===== config.mk =====
export PLATFORM = sky130hd
export DESIGN_NAME = lattice_job_scheduler
export DESIGN_NICKNAME = d
export VERILOG_FILES = /design/src/rtl/lattice_sched_pkg.sv /design/src/rtl/lattice_drain_counter.sv /design/src/rtl/lattice_job_scheduler.sv
export SDC_FILE = /design/constraint.sdc
export NUM_CORES = 1
export LEC_CHECK = 0
export CORE_MARGIN = 1
export CORE_UTILIZATION = 32
export CTS_BUF_LIST = sky130_fd_sc_hd__clkbuf_8
export CTS_CLUSTER_DIAMETER = 120
export DETAILED_ROUTE_END_ITERATION = 8
export GPL_ROUTABILITY_DRIVEN = 0
export PLACE_DENSITY_LB_ADDON = 0.1
export SYNTH_ARGS = -nofsm -noshare
export SYNTH_HDL_FRONTEND = slang
export SYNTH_SLANG_ARGS = --single-unit

===== constraint.sdc =====
create_clock -name clk -period 1.9 [get_ports clk]
set_clock_uncertainty 0.05 [all_clocks]
set_input_delay 0.285 -clock clk [delete_from_list [all_inputs] [get_ports clk]]
set_output_delay 0.285 -clock clk [all_outputs]
set_load 0.02 [all_outputs]

===== src/rtl/lattice_sched_pkg.sv =====
// rtl/lattice_sched_pkg.sv - shared state encoding and width helper for the lattice job scheduler
package lattice_sched_pkg;

   typedef enum logic [2:0] {
      IDLE,
      RUN,
      DRAIN,
      FLUSH,
      REPORT
   } sched_state_e;

   // Upper nonce bits driven by the scheduler; the core INDEX fills the rest.
   function automatic int base_width(input int nonce_bits, input int log2_cores);
      return nonce_bits - log2_cores;
   endfunction

endpackage


===== src/rtl/lattice_drain_counter.sv =====
// rtl/lattice_drain_counter.sv - loadable down-counter that times out the lattice pipeline
module lattice_drain_counter #(
   parameter  int PIPE_LATENCY = 4,
   localparam int CW           = $clog2(PIPE_LATENCY + 1)
) (
   input  logic clk,
   input  logic rst,
   input  logic load,
   input  logic dec,
   output logic zero
);

   logic [CW-1:0] count;

   always_ff @(posedge clk or negedge rst) begin
      if (!rst) begin
         count <= '0;
      end else if (load) begin
         count <= CW'(PIPE_LATENCY);
      end else if (dec && (count != '0)) begin
         count <= count - 1'b1;
      end
   end

   // Flags the cycle whose decrement brings the count to zero, so the owner
   // can leave DRAIN/FLUSH on that same edge.
   assign zero = dec && !load && (count == CW'(1));

endmodule


===== src/rtl/lattice_job_scheduler.sv =====
// rtl/lattice_job_scheduler.sv - issues base nonces to the hashing lattice and reports the job outcome
module lattice_job_scheduler
   import lattice_sched_pkg::*;
#(
   parameter  int LOG2_NUM_CORES = 1,
   parameter  int NONCE_BITS     = 32,
   parameter  int PIPE_LATENCY   = 4,
   localparam int BW             = base_width(NONCE_BITS, LOG2_NUM_CORES)
) (
   input  logic                  clk,
   input  logic                  rst,
   input  logic                  hdr_valid,
   output logic                  hdr_ready,
   input  logic                  abort,
   output logic                  validOut,
   output logic                  newBlockOut,
   output logic [BW-1:0]         base_nonce,
   input  logic                  res_valid,
   input  logic                  res_success,
   input  logic [NONCE_BITS-1:0] res_nonce,
   output logic                  done_valid,
   output logic                  done_found,
   output logic [NONCE_BITS-1:0] done_nonce,
   input  logic                  done_ack,
   output logic                  busy
);

   sched_state_e          state, state_n;
   logic                  valid_n, newblk_n, dv_n, df_n;
   logic [BW-1:0]         base_n;
   logic [NONCE_BITS-1:0] dn_n;
   logic                  cnt_load, cnt_dec, cnt_zero;
   logic                  hit;

   assign hit     = res_valid && res_success;
   assign cnt_dec = (state == DRAIN) || (state == FLUSH);

   lattice_drain_counter #(
      .PIPE_LATENCY(PIPE_LATENCY)
   ) u_drain_counter (
      .clk (clk),
      .rst (rst),
      .load(cnt_load),
      .dec (cnt_dec),
      .zero(cnt_zero)
   );

   always_comb begin
      state_n  = state;
      valid_n  = 1'b0;
      newblk_n = 1'b0;
      base_n   = base_nonce;
      dv_n     = done_valid;
      df_n     = done_found;
      dn_n     = done_nonce;
      cnt_load = 1'b0;
      case (state)
         IDLE: begin
            if (hdr_valid && hdr_ready) begin
               state_n  = RUN;
               valid_n  = 1'b1;
               newblk_n = 1'b1;
               base_n   = '0;
               df_n     = 1'b0;
               dn_n     = '0;
            end
         end
         RUN: begin
            // Priority: abort, then hit, then end of nonce space.
            if (abort) begin
               state_n  = FLUSH;
               cnt_load = 1'b1;
            end else if (hit) begin
               state_n = REPORT;
               dv_n    = 1'b1;
               df_n    = 1'b1;
               dn_n    = res_nonce;
            end else if (&base_nonce) begin
               state_n  = DRAIN;
               cnt_load = 1'b1;
            end else begin
               valid_n = 1'b1;
               base_n  = base_nonce + 1'b1;
            end
         end
         DRAIN: begin
            if (abort) begin
               state_n  = FLUSH;
               cnt_load = 1'b1;
            end else if (hit) begin
               state_n = REPORT;
               dv_n    = 1'b1;
               df_n    = 1'b1;
               dn_n    = res_nonce;
            end else if (cnt_zero) begin
               state_n = REPORT;
               dv_n    = 1'b1;
               df_n    = 1'b0;
               dn_n    = '0;
            end
         end
         FLUSH: begin
            if (cnt_zero) state_n = IDLE;
         end
         REPORT: begin
            if (done_ack) begin
               state_n = IDLE;
               dv_n    = 1'b0;
            end
         end
         default: state_n = IDLE;
      endcase
   end

   always_ff @(posedge clk or negedge rst) begin
      if (!rst) begin
         state       <= IDLE;
         validOut    <= 1'b0;
         newBlockOut <= 1'b0;
         base_nonce  <= '0;
         done_valid  <= 1'b0;
         done_found  <= 1'b0;
         done_nonce  <= '0;
         busy        <= 1'b0;
         hdr_ready   <= 1'b0;
      end else begin
         state       <= state_n;
         validOut    <= valid_n;
         newBlockOut <= newblk_n;
         base_nonce  <= base_n;
         done_valid  <= dv_n;
         done_found  <= df_n;
         done_nonce  <= dn_n;
         busy        <= (state_n != IDLE);
         hdr_ready   <= (state_n == IDLE);
      end
   end

endmodule

Word-level counts from Yosys, hierarchy flattened
Index checks and enable logic that the tools add are counted.
{"block": "word_totals", "input_bits": 39, "word_cells": 91, "ff_bits": 75, "output_inout_bits": 69, "ramBits": 0, "n_memories": 0, "latchBits": 0, "romBits": 0}
{"block": "op_classes", "n_eq_ne": 13, "muxes": 47, "n_addsub": 2, "reduce_logical": 19, "bitwise_logic": 0, "multipliers": 0, "shift": 0, "div": 0, "order_cmp": 0}
{"operator": "2-to-1 mux 32 bit", "count": 6}
{"operator": "2-to-1 mux 31 bit", "count": 4}
{"operator": "one-hot mux 32 bit (3 select lines)", "count": 1}
{"operator": "one-hot mux 31 bit (2 select lines)", "count": 1}
{"operator": "2-to-1 mux 3 bit", "count": 11}
{"operator": "adder 31 x 1 -> 31 bit, second input constant", "count": 1}
{"operator": "AND reduction 31 bit", "count": 1}
{"operator": "2-to-1 mux 1 bit", "count": 19}
{"operator": "one-hot mux 3 bit (5 select lines)", "count": 1}
{"operator": "inequality test 2 bit, second input constant", "count": 7}
{"operator": "AND reduction 6 bit", "count": 2}
{"operator": "nonzero test 3 bit", "count": 4}
{"operator": "equality test 3 x 1 -> 1 bit, second input constant", "count": 2}
{"operator": "equality test 3 x 2 -> 1 bit, second input constant", "count": 2}
{"operator": "logical NOT 3 bit", "count": 2}
{"operator": "one-hot mux 1 bit (3 select lines)", "count": 2}
{"operator": "logical AND 1 bit", "count": 5}
{"operator": "AND reduction 5 bit", "count": 1}
{"operator": "one-hot mux 1 bit (2 select lines)", "count": 2}
{"operator": "nonzero test 2 bit", "count": 2}
{"operator": "equality test 3 bit, second input constant", "count": 1}
{"operator": "inequality test 3 bit, second input constant", "count": 1}
{"operator": "subtractor 3 x 1 -> 3 bit, second input constant", "count": 1}
{"operator": "logical NOT 1 bit", "count": 1}
{"operator": "logical OR 1 bit", "count": 1}

Longest topological paths before layout
Gate-level depths: netlist of run 1.
{"block": "logic_depth", "ltp_word": 13, "ltp_mapped": 8, "ltp_nobuf": 7}

Modules after synthesis
A second synthesis of run 1 with hierarchy kept.
{"block": "unflattened", "hier_cells": 398, "hier_area_um2": 3653.5}
{"module": "lattice_job_scheduler", "cells_per_inst": 379, "instances": 1, "area_per_inst_um2": 3444.6, "seq_area_each_um2": 1801.7}
{"module": "lattice_drain_counter", "cells_per_inst": 19, "instances": 1, "area_per_inst_um2": 209.0, "seq_area_each_um2": 75.1}

Worst setup path before layout of run 1
OpenSTA, ideal clock, no wires.
{"block": "synth_path", "path_kind": "register to register", "start": "reg base_nonce[3]", "end": "reg busy", "stages_incl_launch_ff": 8, "path_buffers": 1, "setup_slack_ns": -0.217, "setup_time_ns": 0.131, "synth_period_minus_slack_ns": 2.117, "arrival_ns": 1.936, "t_required_ns": 1.719, "cell_sequence": "dfrtp_1 -> nand4_1 -> nor4_2 -> nand4_2 -> buf_6 -> a22oi_4 -> o211ai_2 -> or3_1"}
{"block": "synth_between", "elab_chain_cells": 13, "elab_cells_between_ends": 17, "classes_between": "12 x mux; 5 x reduce/logical"}
{"element": "start, declared", "line": "lattice_job_scheduler.sv:17", "source": "output logic [BW-1:0] base_nonce,"}
{"element": "start signal, assigned", "line": "lattice_job_scheduler.sv:130", "source": "base_nonce <= base_n;"}
{"element": "AND reduction 31 bit (*)", "line": "lattice_job_scheduler.sv:78", "source": "end else if (&base_nonce) begin"}
{"element": "2-to-1 mux 1 bit", "line": "lattice_job_scheduler.sv:78"}
{"element": "2-to-1 mux 1 bit", "line": "lattice_job_scheduler.sv:73", "source": "end else if (hit) begin"}
{"element": "2-to-1 mux 1 bit", "line": "lattice_job_scheduler.sv:70", "source": "if (abort) begin"}
{"element": "one-hot mux 1 bit (2 select lines)", "line": "lattice_job_scheduler.sv:57", "source": "case (state)"}
{"element": "logical NOT 1 bit", "line": "lattice_drain_counter.sv:27", "source": "assign zero = dec && !load && (count == CW'(1));"}
{"element": "logical AND 1 bit (2 in series)", "line": "lattice_drain_counter.sv:27"}
{"element": "2-to-1 mux 3 bit", "line": "lattice_job_scheduler.sv:95", "source": "end else if (cnt_zero) begin"}
{"element": "2-to-1 mux 3 bit", "line": "lattice_job_scheduler.sv:90", "source": "end else if (hit) begin"}
{"element": "2-to-1 mux 3 bit", "line": "lattice_job_scheduler.sv:87", "source": "if (abort) begin"}
{"element": "one-hot mux 3 bit (5 select lines) (*)", "line": "lattice_job_scheduler.sv:57"}
{"element": "named net state_n[0]", "line": "lattice_job_scheduler.sv:28", "source": "sched_state_e state, state_n;"}
{"element": "nonzero test 3 bit (*)", "line": "lattice_job_scheduler.sv:134", "source": "busy <= (state_n != IDLE);"}
{"element": "end signal, assigned", "line": "lattice_job_scheduler.sv:134"}
{"element": "end, declared", "line": "lattice_job_scheduler.sv:25", "source": "output logic busy"}
The timed path passes the listed nets; every way through them passes the cells marked *.
A chain may end at the register's enable or synchronous reset.

Final worst setup path of run 1
{"block": "layout_path", "start": "reg base_nonce[4]", "end": "reg base_nonce[27]"}
{"block": "layout_between", "elab_chain_cells": 5, "elab_cells_between_ends": 8, "classes_between": "1 x add/sub; 1 x eq/ne; 4 x mux; 2 x reduce/logical"}
{"element": "adder 31 x 1 -> 31 bit", "line": "lattice_job_scheduler.sv:83", "source": "base_n = base_nonce + 1'b1;"}
{"element": "2-to-1 mux 31 bit", "line": "lattice_job_scheduler.sv:78"}
{"element": "2-to-1 mux 31 bit", "line": "lattice_job_scheduler.sv:73"}
{"element": "2-to-1 mux 31 bit", "line": "lattice_job_scheduler.sv:70"}
{"element": "one-hot mux 31 bit (2 select lines)", "line": "lattice_job_scheduler.sv:57"}
Several ways; a longest one is shown, not always the timed one. The select of a mux whose other input is x is not followed.

==> flow_summary.toml, run 1 <==
[sta]
setup_viol = 30
finalHoldViolCount = 0
rsz0062_at_grt = "yes"
slew_headroom = 0.7333
worstMarginPinSlew_ps = 399.2
fin_crit_ps = 2089
fin_crit_sh = 1.100
max_freq_mhz = 478.7
hold_ws_ps = 358.7
maxSlewViolCount = 0
setup_slack_ps = -189.1

[clocking]
clk_path_buf_depth = 2
clock_sinks = 75
clk_latency_ps = 340
cts_buffers = 9
clk_pin_slew_ps = 80
cts_max_level = 3
root_buffer = "clkbuf_8"
cts_tree = "built"

[route]
drc = 0
wl_um = 10120
vias = 3306
drt_pre_antenna_iters = 4
viasPerCell = 5.024
first_iter_violations = 103
wl_per_cell_um = 15.37
ant_nets = 0

[logic_synthesis]
async_reset_ff_frac = 1.000
synth_edf_count = 0
yosysUniqueCellTypes = 54
synth_ff_type = "dfrtp_1"
netlist.top_cell.by_area = "dfrtp_1"
yosysWarningCount = 0
synth_area_sq_um = 3517
ys_top_cells_by_area = "dfrtp_1, a22o_1, or3_1"
yosysSeqAreaShare = 0.5336
synth_seq_cells = 75
synth_top_area_frac = 0.5336
syn_nets = 364
syn_inst = 321
avgSynthCellArea_sq_um = 10.96

[die]
io-pin-count = 108
start_util = 0.3347
std_cell_rows = 37
die-area_sq_um = 11410
die_y_um = 106.8
dieWidth_um = 106.8
core-area_sq_um = 10510

[place]
dp_hpwl_um = 7182
portBuffers = 107
post-place-cells = 625

[cells_and_area]
fin_nets = 560
syn_to_final_growth_pct = 68.34
drive_above_1_share = 0.3238
stdcell_count = 658
num_antenna_cells = 0

[worst_setup_path]
critPathTopFamily = "simple AND/OR/NAND/NOR gates"
cpPeakStageDelay_ps = 380
critical_path.most_common_cell = "buf_6"
crit_required_ps = 2110
endpoint_kind = "flip-flop"
crit_buf_inv = 3
cp_cell_sequence = "nand4_1 -> nor4_4 -> nand4_2 -> buf_6 -> buf_4 -> a21oi_4 -> buf_6 -> o21ai_2 -> a21oi_1"
worstSetupPathType = "reg2reg"
crit_fanout = 6
cp.arrival_ps = 2300
crit_slowest_cell = "nor4_4"
startpoint_type = "flip-flop"

[flow_run]
cap_viol_max_count = 0

[grt]
grt_pass1_wl_um = 16260
antenna_found_initial = 0
grt-ovfl-total = 0
grt_pass1_vias = 3238
gr-usage-all-layers = 0.1803
grt_max_degree = 34

[hold_path]
hold_class = "in2async"

[run_status]
status = "complete, but fails checks"
violations = "negative setup slack"

[pwr]
irDropWorstVdd_v = 0.0005783
total_leakage_power_nw = 2.623
powerDensity_nw_per_um2 = 1149
## timing repair
action,in CTS,in global routing
gates resized for setup,21,38
hold endpoints to repair,24,0
hold buffers,1,0
setup buffers,7,10
setup endpoints to repair,29,71
pin swaps,10,14
cloned,1,0
## placed cells by master, fill, tap and decap left out, drive strengths merged, types with 9 or more instances in the layout
cell type      netlist  layout
a21oi               20      20
a22o                32      32
and3                 9       9
buf                  4      92
clkbuf              10      10
clkdlybuf4s50        0     105
dfrtp               75      75
inv                 10      11
nand2               20      20
nand3               10      10
nand4               14      14
nor2                16      16
o21ai               22      22
or3                 19      19
## final timing paths
kind                       depth (start not counted)              to           from  slack (ps)
max reg2reg                                        9  base_nonce[27]  base_nonce[4]        -190
min in group clk                                   1      done_found     done_found         450
min                                                2  base_nonce[16]            rst         360
max                                                9  base_nonce[27]  base_nonce[4]        -190
max in group asynchronous                          3       hdr_ready            rst         960
min reg2reg                                        1      done_found     done_found         450
## state kept, by name, indices dropped and copies added (netlist names)
name	flops
u_drain_counter.count	3
base_nonce	31
validOut	1
done_nonce	32
busy	1
state	3
done_found	1
hdr_ready	1
done_valid	1
newBlockOut	1
## per-layer routing
layer	up-vias	part of all wire	global-route usage
li1	1603	-	-
met1	1641	0.48	0.2620
met2	54	0.49	0.2765
met3	8	0.024	0.02614
met4	0	0.0078	0.05577
met5	-	0	0
## synthesized netlist by cell type (4+ instances only)
| cell type | count |
|---|---|
| and3_1 | 9 |
| or3_1 | 19 |
| clkbuf_1 | 9 |
| o21ai_0 | 22 |
| dfrtp_1 | 75 |
| nor2_1 | 14 |
| nand3_1 | 10 |
| xor2_1 | 7 |
| a22o_1 | 32 |
| a21oi_1 | 20 |
| nand4_1 | 11 |
| nand2_1 | 19 |
| inv_1 | 10 |
| and2_1 | 4 |
| ha_1 | 4 |
## area by class of cell
class,instances,area (sq um)
clock buffer,10,137.6
clock inverter,6,71.32
fill,903,4588
inverter,10,41.29
multi-input combinational,222,1732
sequential,75,1897
tap,136,170.2
timing repair buffer,199,1872
## cells by family (layout without fill, tap and decap cells)
group / Yosys count / in the layout / share of synthesized area
DFF: 75 / 75 / 0.5336
and+or+nand+nor: 112 / 112 / 0.1946
xor gates and xnor gates: 10 / 10 / 0.02490
adders and majority gates: 4 / 4 / 0.01423
AOI/OAI and AO/OA: 95 / 95 / 0.2003
muxes: 1 / 1 / 0.002846
buffers and inverters: 24 / 225 / 0.02952
## power breakdown
group          total [mW]  internal [mW]  switching, mW  leakage [nW]
Sequential           2.18           1.98          0.207         0.979
Clock                1.31          0.655          0.656        0.0995
Combinational        3.31           1.65           1.66          1.54
Total                6.81           4.28           2.52          2.62
## metrics by stage
step | instance area, sq um | util | power (mW) | setup TNS [ps] | setup slack [ps]
4_1_cts | 5704 | 0.5428 | 6.648 | -2625 | -187.4
3_3_place_gp | 5348 | 0.5089 | 5.164 | -11360 | -415.0
5_1_grt | 5921 | 0.5634 | 7.213 | -7973 | -317.6
2_1_floorplan | 3541 | - | 3.703 | -390.1 | -119.2
3_5_place_dp | 5348 | 0.5089 | 5.196 | -11920 | -427.6
6_report | 5921 | 0.5634 | 6.805 | -3359 | -189.1
Power figures use the tool's default switching activity.
==> inputs of run 2 (changes only) <==
--- a/config.mk
+++ b/config.mk
@@ -11,7 +11,9 @@
 export CTS_CLUSTER_DIAMETER = 120
 export DETAILED_ROUTE_END_ITERATION = 8
 export GPL_ROUTABILITY_DRIVEN = 0
+export HOLD_SLACK_MARGIN = 0.06
 export PLACE_DENSITY_LB_ADDON = 0.1
+export SKIP_LAST_GASP = 1
 export SYNTH_ARGS = -nofsm -noshare
 export SYNTH_HDL_FRONTEND = slang
 export SYNTH_SLANG_ARGS = --single-unit
==> run 2 against run 1 <==
  * Critical path depth did not move
  * Register-to-register slack barely moved
  * Non-clock buffer count did not move
  * The flow still finishes with violations (negative setup slack)
  * First-iteration DRC count fell by 15%
  * Sequential power barely moved
  * Utilization fell by 0.060 points
  * Highest routed layer unchanged
  * Total power barely moved
  * Combinational power barely moved
  * Maximum frequency barely moved
  * Largest cell class unchanged
==> flow_summary.toml, run 2 (synthesis results as in run 1) <==
[route]
wl_met1_um = 4882
wl_met3_um = 245
wl_met2_um = 4914
drt_pre_antenna_iters = 4
drc = 0
first_iter_violations = 88
top_layer = "met4"
vias = 3306
ant_nets = 0
wl_um = 10110
wl_per_cell_um = 15.36
viasPerCell = 5.024

[sta]
max_freq_mhz = 478.7
finalHoldViolCount = 0
worstMarginPinSlew_ps = 401.4
setup_slack_ps = -189.2
rsz0062_at_grt = "yes"
maxSlewViolCount = 0
fin_crit_sh = 1.100
setup_viol = 30
totalNegativeSetupSlack_ps = -3361
fin_crit_ps = 2089
slew_headroom = 0.7319

[cells_and_area]
final_common_cell = "clkdlybuf4s50_1"
syn_to_final_growth_pct = 68.16
reg.largest.list = "done_nonce: 32 flops, base_nonce: 31 flops"
drive_above_1_share = 0.3218
num-fill-cells = 903
fin_nets = 560
layout_common_cells = "clkdlybuf4s50_1, buf_4, dfrtp_1"
num_antenna_cells = 0
largest_reg_flops = 32
regMostFlops = "done_nonce"

[pwr]
swShare = 0.3708
power_frac_comb = 0.486
p_seq_frac = 0.321
p_int_mw = 4.281
fin_total_pwr_mw = 6.804
powerDensity_nw_per_um2 = 1150
irDropWorstVdd_v = 0.0005781
clkPwrFrac = 0.192
total_leakage_power_nw = 2.606
p_switching_mw = 2.523

[worst_setup_path]
crit_fanout = 6
cp.arrival_ps = 2300
startpoint_type = "flip-flop"
worstSetupPathType = "reg2reg"
crit_required_ps = 2110
endpoint_kind = "flip-flop"

[grt]
antenna_found_initial = 0
grt_pass1_vias = 3239
grt_pass1_wl_um = 16280
grt_max_degree = 34
grt-ovfl-total = 0
gr-usage-all-layers = 0.1806

[die]
dieWidth_um = 106.8
start_util = 0.3347
io-pin-count = 108
std_cell_rows = 37
die-area_sq_um = 11410
core-area_sq_um = 10510
die_y_um = 106.8

[clocking]
clk_latency_ps = 340
cts_tree = "built"
root_buffer = "clkbuf_8"
clk_path_buf_depth = 2
cts_buffers = 9
cts_max_level = 3
clock_sinks = 75
clk_pin_slew_ps = 80

[run_status]
violations = "negative setup slack"
status = "complete, but fails checks"

[place]
portBuffers = 107
dp_hpwl_um = 7182

[hold_path]
hold_class = "in2async"

[flow_run]
cap_viol_max_count = 0
[run 2: changes by cell type in the layout (fill, tap and decap cells not counted), sizes merged]
cell | previous run | this run
clkdlybuf4s50 | 105 | 106
dlymetal6s2s | 1 | 0
[run 2: through the flow]
stage,cells,util,setup slack (ps),hold slack [ps],cell area [sq um]
after CTS,650,0.5424,-187.4,359.5,5700
final,658,0.5628,-189.2,359.5,5914
after floorplan,321,-,-119.2,-60.59,3541
after global routing,658,0.5628,-317.6,381.7,5914
after global placement,625,0.5089,-415.0,190.9,5348
after detailed placement,625,0.5089,-427.6,195.5,5348
[run 2: final cells by class]
type                    count  area, sq um  share of cell area
clock inverters             6        71.32             0.01206
well taps                 136        170.2             0.02877
multi-input cells         222         1728              0.2922
flip-flops and latches     75         1897              0.3207
inverters                  10        41.29            0.006981
clock buffers              10        137.6             0.02327
repair buffers            199         1869              0.3161
[run 2: timing repair]
| action | in CTS | in global routing |
|---|---|---|
| pin swaps | 8 | 15 |
| gates cloned | 1 | 0 |
| setup buffers | 7 | 10 |
| resized for setup | 20 | 37 |
| endpoints found under the hold margin | 24 | 0 |
| hold buffers | 1 | 0 |
| setup endpoints to repair | 29 | 71 |
[run 2: final timing paths]
kind	slack, ps	end	cells past startpoint	startpoint
min in group clk	450	done_found	1	done_found
max in group asynchronous	950	hdr_ready	3	rst
max reg2reg	-190	base_nonce[27]	9	base_nonce[4]
min	360	base_nonce[16]	2	rst
max	-190	base_nonce[27]	9	base_nonce[4]
min reg2reg	450	done_found	1	done_found
[run 2: critical path, stage by stage (launching register included)]
cell and delay (ps):
dfrtp_2 360, nand4_1 200, nor4_4 380, nand4_2 170, buf_6 170, buf_4 130
a21oi_4 160, buf_6 160, o21ai_2 60, a21oi_1 150
[run 2: layer usage]
layer,vias to the layer above,global-route usage
met5,-,0
met4,0,0.05577
met3,7,0.02675
met2,48,0.2765
met1,1650,0.2623
li1,1601,-
[run 2: power by group through the flow]
stage / combinational [mW] / sequential (mW) / clock [mW]
final: 3.31 / 2.19 / 1.31
after global routing: 3.56 / 2.23 / 1.42
after CTS: 3.11 / 2.19 / 1.35
after global placement: 2.95 / 2.21 / 0
after detailed placement: 2.99 / 2.21 / 0
after floorplan: 1.06 / 2.64 / 0
==> inputs of run 3 (changes only) <==
==> constraint.sdc (replaced) <==
create_clock -name clk -period 2 [get_ports clk]
set_clock_uncertainty 0.05 [all_clocks]
set_input_delay 0.3 -clock clk [delete_from_list [all_inputs] [get_ports clk]]
set_output_delay 0.3 -clock clk [all_outputs]
set_load 0.02 [all_outputs]
==> run 3 against run 2 <==
  * The flow still finishes with violations (negative setup slack)
  * Sequential power shrank 5%
  * Maximum frequency is 1.6% lower
  * Cell area down 3.8%
  * Critical endpoint is now busy
  * Largest power group unchanged
==> flow_summary.toml, run 3 (synthesis results as in run 1) <==
[place]
place_ws_ps = -348.6
dp_hpwl_um = 7074
post-place-cells = 618
portBuffers = 107
placed_cell_area_sq_um = 5280

[die]
dieWidth_um = 106.8
core-area_sq_um = 10510
std_cell_rows = 37
die-area_sq_um = 11410
start_util = 0.3347
die_y_um = 106.8
io-pin-count = 108

[worst_setup_path]
startpoint_type = "flip-flop"
crit_slowest_cell = "nor4_4"
crit_required_ps = 2170
crit_fanout = 5
rrSetupSlack_ps = -120
cpPeakStageDelay_ps = 430
cp_cell_sequence = "nand4_1 -> nor4_4 -> nand4_4 -> buf_6 -> a22oi_4 -> o211ai_2 -> or3_1"
cp.arrival_ps = 2290
r2r_start = "base_nonce[6]"
endpoint_kind = "flip-flop"
worstSetupPathType = "reg2reg"
timing.rr.end = "busy"
reg2reg_depth = 7

[cells_and_area]
syn_to_final_growth_pct = 61.76
largest_reg_flops = 32
layout_common_cells = "clkdlybuf4s50_1, buf_4, dfrtp_1"
multi_input_area_sq_um = 1632
fin_nets = 548
final_common_cell = "clkdlybuf4s50_1"
utilization = 0.5414
postLayoutCellArea_sq_um = 5689
stdcell_count = 646
num-fill-cells = 949
num_antenna_cells = 0
regArea_sq_um = 1897
reg.largest.list = "done_nonce: 32 flops, base_nonce: 31 flops"
regMostFlops = "done_nonce"
drive_above_1_share = 0.2667

[grt]
grt_pass1_vias = 3300
antenna_found_initial = 0
gr-usage-all-layers = 0.1842
grt-ovfl-total = 0
grt_pass1_wl_um = 16480
grt_max_degree = 35

[route]
vias = 3226
wl_um = 10070
wl_per_cell_um = 15.58
viasPerCell = 4.994
first_iter_violations = 116
drt_pre_antenna_iters = 4
drc = 0
ant_nets = 0

[pwr]
irDropWorstVdd_v = 0.0008219
powerDensity_nw_per_um2 = 1099
total_leakage_power_nw = 2.529
fin_total_pwr_mw = 6.253

[clocking]
cts_max_level = 3
clk_latency_ps = 340
cts_buffers = 9
cts_tree = "built"
root_buffer = "clkbuf_8"
clk_path_buf_depth = 2
clk_pin_slew_ps = 80
clock_sinks = 75

[sta]
fin_crit_ps = 2123
finalHoldViolCount = 0
setup_slack_ps = -122.9
worstMarginPinSlew_ps = 454.5
slew_headroom = 0.6970
max_freq_mhz = 471.1
totalNegativeSetupSlack_ps = -871.1
maxSlewViolCount = 0
fin_crit_sh = 1.061
rsz0062_at_grt = "yes"
hold_ws_ps = 392.5
setup_viol = 20

[run_status]
status = "complete, but fails checks"
violations = "negative setup slack"

[hold_path]
hold_class = "in2async"

[flow_run]
cap_viol_max_count = 0
-- run 3: changes by cell type in the layout (fill, tap and decap cells not counted), moves of 3 or more --
cell | before | now
buf_4 | 75 | 72
o21ai_2 | 4 | 1
nand3_1 | 6 | 9
o21ai_1 | 8 | 0
or3_1 | 15 | 19
o21ai_0 | 9 | 21
buf_6 | 12 | 4
or3_4 | 4 | 0
-- run 3: worst max-delay path by stage --
stage,start,to,slack [ps]
after floorplan,base_nonce[3],busy,-30
after global placement,hdr_valid,base_nonce[28],-320
after detailed placement,hdr_valid,base_nonce[28],-350
after CTS,base_nonce[4],busy,-120
after global routing,base_nonce[3],base_nonce[23],-250
final,base_nonce[6],busy,-120
-- run 3: power by group --
part	leakage, nW	switching [mW]	total (mW)	internal (mW)
sequential	0.979	0.202	2.08	1.88
combinational	1.44	1.47	2.88	1.41
clock	0.107	0.595	1.30	0.701
-- run 3: worst max-delay path, delay by kind of cell (launching register included) --
| family | cells | cell delay [ps] |
|---|---|---|
| buffers and inverters | 1 | 180 |
| flip-flops | 1 | 370 |
| AND/OR/NAND/NOR | 4 | 1140 |
| AO/OA/AOI/OAI | 2 | 290 |
-- run 3: final cells by class --
| cell class | count | share of cell area |
|---|---|---|
| Clock inverter | 7 | 0.01627 |
| Clock buffer | 9 | 0.02177 |
| Tap cell | 136 | 0.02991 |
| Multi-Input combinational cell | 222 | 0.2868 |
| Timing Repair Buffer | 187 | 0.3053 |
| Sequential cell | 75 | 0.3334 |
| Inverter | 10 | 0.006598 |
-- run 3: layer usage --
metal	wire length [um]	global-route usage	share of wire	vias to the layer above
met4	153	0.05479	0.015	0
met3	342	0.04255	0.034	13
li1	-	-	-	1570
met2	4826	0.2908	0.48	65
met1	4743	0.2514	0.47	1578
met5	0	0	0	-
-- run 3: what timing repair did --
action                                  4_1_cts  5_1_grt
gates resized for setup                       3       19
hold buffers                                  1        0
hold endpoints to repair                     30        0
endpoints found under the setup margin       22       36
setup buffers                                 4        7
pin swaps                                     1        9
cloned                                        0        0
